**src/rtl/ram_read_scheduler.sv**
```systemverilog
// Streams one layer's weight block from the shared RAM and steers each returned
// word into its destination unit/slot, then pulses sum_trigger to start accumulation.
//
// state | meaning
// IDLE  | waiting for start; busy=0
// ISSUE | one RAM read per non-hold cycle, unit 0 slot 0 .. unit N-1 slot W-1
// DRAIN | no more reads; waiting for the delay pipe to empty
// SUM   | one-cycle sum_trigger pulse, then back to IDLE
module ram_read_scheduler #(
  parameter int NUM_UNITS      = 4,
  parameter int WORDS_PER_UNIT = 4,
  parameter int ADDR_W         = 32,
  parameter int LAYER_W        = 2,
  parameter int LAYER_STRIDE   = 16,
  parameter int RAM_LATENCY    = 1,
  parameter int SEL_W          = 3,
  parameter int UADDR_W        = 3
) (
  input  logic               clk,
  input  logic               reset,
  input  logic               start,
  input  logic [LAYER_W-1:0] layer,
  input  logic               hold,
  output logic               RAM_en,
  output logic [ADDR_W-1:0]  RAM_address,
  output logic [SEL_W-1:0]   unit_sel,
  output logic [UADDR_W-1:0] unit_address,
  output logic               write,
  output logic               sum_trigger,
  output logic               busy
);

  localparam logic [1:0] S_IDLE  = 2'd0;
  localparam logic [1:0] S_ISSUE = 2'd1;
  localparam logic [1:0] S_DRAIN = 2'd2;
  localparam logic [1:0] S_SUM   = 2'd3;

  localparam logic [SEL_W-1:0]   LAST_SEL   = SEL_W'(NUM_UNITS - 1);
  localparam logic [UADDR_W-1:0] LAST_UADDR = UADDR_W'(WORDS_PER_UNIT - 1);

  logic [1:0]         state;
  logic [1:0]         state_nxt;

  logic [ADDR_W-1:0]  cnt_addr;
  logic [SEL_W-1:0]   cnt_sel;
  logic [UADDR_W-1:0] cnt_uaddr;

  logic [ADDR_W-1:0]  base;
  logic [ADDR_W-1:0]  cur_addr;
  logic [SEL_W-1:0]   cur_sel;
  logic [UADDR_W-1:0] cur_uaddr;
  logic [ADDR_W-1:0]  nxt_addr;
  logic [SEL_W-1:0]   nxt_sel;
  logic [UADDR_W-1:0] nxt_uaddr;
  logic               issue;
  logic               last_elem;

  // Delay pipe matching the RAM read latency; stage 0 takes the element just issued.
  logic [RAM_LATENCY-1:0] pipe_valid;
  logic [SEL_W-1:0]       pipe_sel   [RAM_LATENCY];
  logic [UADDR_W-1:0]     pipe_uaddr [RAM_LATENCY];

  // The start edge itself issues element 0, so in IDLE the "current" element is the block base.
  always_comb begin
    base = ADDR_W'(layer) * ADDR_W'(LAYER_STRIDE);
    if (state == S_IDLE) begin
      cur_addr  = base;
      cur_sel   = '0;
      cur_uaddr = '0;
    end else begin
      cur_addr  = cnt_addr;
      cur_sel   = cnt_sel;
      cur_uaddr = cnt_uaddr;
    end

    issue     = !hold && ((state == S_IDLE && start) || state == S_ISSUE);
    last_elem = (cur_sel == LAST_SEL) && (cur_uaddr == LAST_UADDR);

    nxt_addr  = cur_addr + ADDR_W'(1);
    nxt_sel   = cur_sel;
    nxt_uaddr = cur_uaddr + UADDR_W'(1);
    if (cur_uaddr == LAST_UADDR) begin
      nxt_uaddr = '0;
      nxt_sel   = cur_sel + SEL_W'(1);
    end
  end

  always_comb begin
    state_nxt = state;
    case (state)
      S_IDLE: begin
        if (start) state_nxt = (issue && last_elem) ? S_DRAIN : S_ISSUE;
      end
      S_ISSUE: begin
        if (issue && last_elem) state_nxt = S_DRAIN;
      end
      S_DRAIN: begin
        if (pipe_valid == '0) state_nxt = S_SUM;
      end
      S_SUM: begin
        state_nxt = S_IDLE;
      end
      default: state_nxt = S_IDLE;
    endcase
  end

  always_ff @(posedge clk) begin
    if (!reset) begin
      state        <= S_IDLE;
      cnt_addr     <= '0;
      cnt_sel      <= '0;
      cnt_uaddr    <= '0;
      pipe_valid   <= '0;
      for (int i = 0; i < RAM_LATENCY; i++) begin
        pipe_sel[i]   <= '0;
        pipe_uaddr[i] <= '0;
      end
      RAM_en       <= 1'b0;
      RAM_address  <= '0;
      unit_sel     <= '0;
      unit_address <= '0;
      write        <= 1'b0;
      sum_trigger  <= 1'b0;
      busy         <= 1'b0;
    end else begin
      state       <= state_nxt;
      busy        <= (state_nxt != S_IDLE);
      sum_trigger <= (state_nxt == S_SUM);

      RAM_en <= issue;
      if (issue) RAM_address <= cur_addr;

      if (issue) begin
        cnt_addr  <= nxt_addr;
        cnt_sel   <= nxt_sel;
        cnt_uaddr <= nxt_uaddr;
      end else begin
        cnt_addr  <= cur_addr;
        cnt_sel   <= cur_sel;
        cnt_uaddr <= cur_uaddr;
      end

      // Pipe always shifts; a hold or drain cycle pushes a bubble.
      pipe_valid[0] <= issue;
      pipe_sel[0]   <= cur_sel;
      pipe_uaddr[0] <= cur_uaddr;
      for (int i = 1; i < RAM_LATENCY; i++) begin
        pipe_valid[i] <= pipe_valid[i-1];
        pipe_sel[i]   <= pipe_sel[i-1];
        pipe_uaddr[i] <= pipe_uaddr[i-1];
      end

      write <= pipe_valid[RAM_LATENCY-1];
      if (pipe_valid[RAM_LATENCY-1]) begin
        unit_sel     <= pipe_sel[RAM_LATENCY-1];
        unit_address <= pipe_uaddr[RAM_LATENCY-1];
      end
    end
  end

endmodule

```
**config.mk**
```make
export PLATFORM = sky130hd
export DESIGN_NAME = ram_read_scheduler
export DESIGN_NICKNAME = d
export VERILOG_FILES = /design/src/rtl/ram_read_scheduler.sv
export SDC_FILE = /design/constraint.sdc
export NUM_CORES = 1
export LEC_CHECK = 0
export BUFFER_PORTS_ARGS = -buffer_cell sky130_fd_sc_hd__buf_4
export CAP_MARGIN = 20
export CORE_MARGIN = 10
export CORE_UTILIZATION = 30
export DETAILED_ROUTE_END_ITERATION = 7
export PLACE_DENSITY = 0.5
export SLEW_MARGIN = 20
export SYNTH_ARGS = -nofsm -noshare
export SYNTH_HDL_FRONTEND = slang
export SYNTH_SLANG_ARGS = --single-unit
```
**constraint.sdc**
```tcl
create_clock -name clk -period 5 [get_ports clk]
set_clock_uncertainty 0.1 [all_clocks]
set_input_delay 0.25 -clock clk [delete_from_list [all_inputs] [get_ports clk]]
set_output_delay 0.25 -clock clk [all_outputs]
set_load 0.01 [all_outputs]
```
==> run metrics <==
status finished clean; Mapped Nets 464; average wire per standard cell 15.79 um; Port Buf Inserts 47; Sequential Area 1762 um2; cts hold-fix bufs 0; met2 routed WL about 4800 um; clock group share of total power 49.3%; post-layout util between 30% and 40%; core footprint 12,720 um2; Seq cells post-synth between 80 and 90; Switching Power 0.0003233 W; pre-CTS setup slack slightly below 2000 ps; Setup Viol. Count Final 0; die width around 130 um; vias per cell about 5; Worst Path Arrival ~3200 ps; Setup TNS 0 ps; Async S/R FF share, synth 0%; Max-slew headroom 49.28%; fin crit period 3082 ps; Max Buffers Root-to-Sink 2; Rows 41; Multi-input gate area 1973 um2; ANT cells 0; H-tree Lvls 3; combinational share of power 4.5%; Seq pwr share 46.2%; global-route wire length before repair 16,820 um; Die Height 134.6 um; gr ovfl total 0; CP Launch Type flop; number of max-cap violations 0; library cells used by synthesis 53; Power Density 329.9 nW/um2; class of the worst hold path in2reg; PnR worst setup slack 1918 ps; average size of a mapped cell 8.676 um2; Max FO, Critical Path 25; Layout Nets 490; GP Congestion 0.8553; M1 WL 5037 um; Pleak about 1.8 nW; top sig layer met4; RSZ-0062 raised after global routing no; Iter 0 DRT Violations roughly 240; largest net degree at the start of global routing 41; Pint approximately 0.0012 W; peak supply drop 0.1759 mV; Final Slew Violations 0; Ys Warns 0; Max Fclk 0.3245 GHz; Post-CTS Repair Setup Buffers 0; CP required a little over 5000 ps; number of antenna violations at the first check in global routing 0; fillers approximately 1,400; area delta synth->final 19.22%; Vias 3,324; Sw Share 20.87%; commonest non-fill, non-tap cells in the layout dfxtp_1 (88), nand2_1 (54), buf_4 (51); # IOs 48; post-DP HPWL about 7300 um; Die Footprint 18,110 um2; kind of critical path reg2reg; Mapped Area 3939 um2; hold depth 3; Post-synth EDFFs 0; GRT Total Usage a little under an eighth; R2R depth 8; routed wire length 10,360 um; drt pass-1 iters 4; Worst-Margin Slew about 760 ps; PostCTS Resize Cnt 0; starting density of the core a little under a third; Cells after Synth 454; layout cells sized above 1 16.94%; WL met3 between 400 and 500 um; design area 4696 um2; DRC 0; number of buffers created by CTS 9; Clock Latency Late Sink 330 ps; root buf cell clkbuf_16; hold violation count in the final report 0; CTS tree done; CP Capture Type flop; Worst-path clk slew 60 ps; clk sinks 88; vias in the first global route 3,249; fin crit share 61.63%; antenna-violating nets left 0; placed cell area 4352 um2; ys flop type dfxtp_1; sequential area share after synthesis between 40 and 50%; commonest non-fill, non-tap cell in the layout dfxtp_1
[kinds of logic (layout without fill, tap and decap cells)]
family,after synthesis,in the layout,synth area share (%)
compound gates,81,81,13.18
xor+xnor,11,11,2.446
fa+ha+maj,4,4,1.271
buf+inv,41,71,5.241
flops,88,88,44.73
mux,17,17,4.352
simple gates,212,212,28.78
[state kept, by name, summed over array words and instances (netlist names)]
name / flops
unit_address: 3
cnt_uaddr: 3
unit_sel: 3
pipe_uaddr: 3
write: 1
RAM_address: 32
pipe_sel: 3
pipe_valid: 1
state: 2
sum_trigger: 1
cnt_addr: 32
busy: 1
cnt_sel: 3
[final cells by class]
cell class / instances / share of cell area (%)
clock buffers: 10 / 5.089
clock inverters: 5 / 2.238
inverters: 5 / 0.3997
multi-input cells: 325 / 42.02
flip-flops and latches: 88 / 37.52
well taps: 172 / 4.583
repair buffers: 51 / 8.153
[power groups by stage]
| stage | Sequential (W) | Combinational [W] | Clock (W) |
|---|---|---|---|
| global placement | 0.000730 | 0.0000696 | 0 |
| floorplan | 0.000727 | 0.0000533 | 0 |
| finish | 0.000715 | 0.0000700 | 0.000764 |
| detailed placement | 0.000731 | 0.0000700 | 0 |
| global route | 0.000716 | 0.0000776 | 0.000814 |
| CTS | 0.000715 | 0.0000704 | 0.000785 |
[synthesized netlist by cell type (all sizes together), types with 8 or more instances]
master | number | area [um2]
and4 | 12 | 107.6
nand3 | 40 | 212.7
a21oi | 44 | 220.2
and2 | 11 | 68.82
mux2i | 16 | 160.2
xnor2 | 8 | 70.07
or4 | 8 | 61.31
nor2 | 37 | 138.9
buf | 19 | 123.9
dfxtp | 88 | 1762
nand2 | 55 | 206.5
and3 | 14 | 91.34
nand4 | 14 | 93.84
clkbuf | 17 | 63.81
[routing by layer]
layer,track usage [%],vias up
met3,3.338,10
met4,2.600,0
met1,14.34,1579
li1,-,1675
met2,18.47,60
met5,0,-
[through the flow]
stage / total power, W / instances / hold slack (ps)
floorplan: 0.0007804 / 454 / 325.9
detailed placement: 0.0008010 / 641 / 353.2
global placement: 0.0008000 / 641 / 346.3
CTS: 0.001570 / 656 / 127.2
finish: 0.001549 / 656 / 137.4
global route: 0.001607 / 656 / 163.9
[worst max-delay path: stages (launching register included)]
cell and delay, ps:
dfxtp_1 730, or2_2 500, and2_1 260, ha_1 210, nor4bb_1 280, buf_4 210, nand4_1 200, or3_1 370
a21oi_1 140
[final timing paths]
| check | slack [ps] | start | to |
|---|---|---|---|
| worst max-delay path | 1920 | state[1]$_SDFF_PN0_ | cnt_addr[16]$_SDFF_PN0_ |
| worst min-delay path | 140 | start | busy$_SDFF_PN0_ |
| worst max register to register | 1920 | state[1]$_SDFF_PN0_ | cnt_addr[16]$_SDFF_PN0_ |
| worst min register to register | 360 | RAM_address[13]$_SDFFE_PN0N_ | RAM_address[13]$_SDFFE_PN0N_ |
Power figures use the tool's default switching activity.
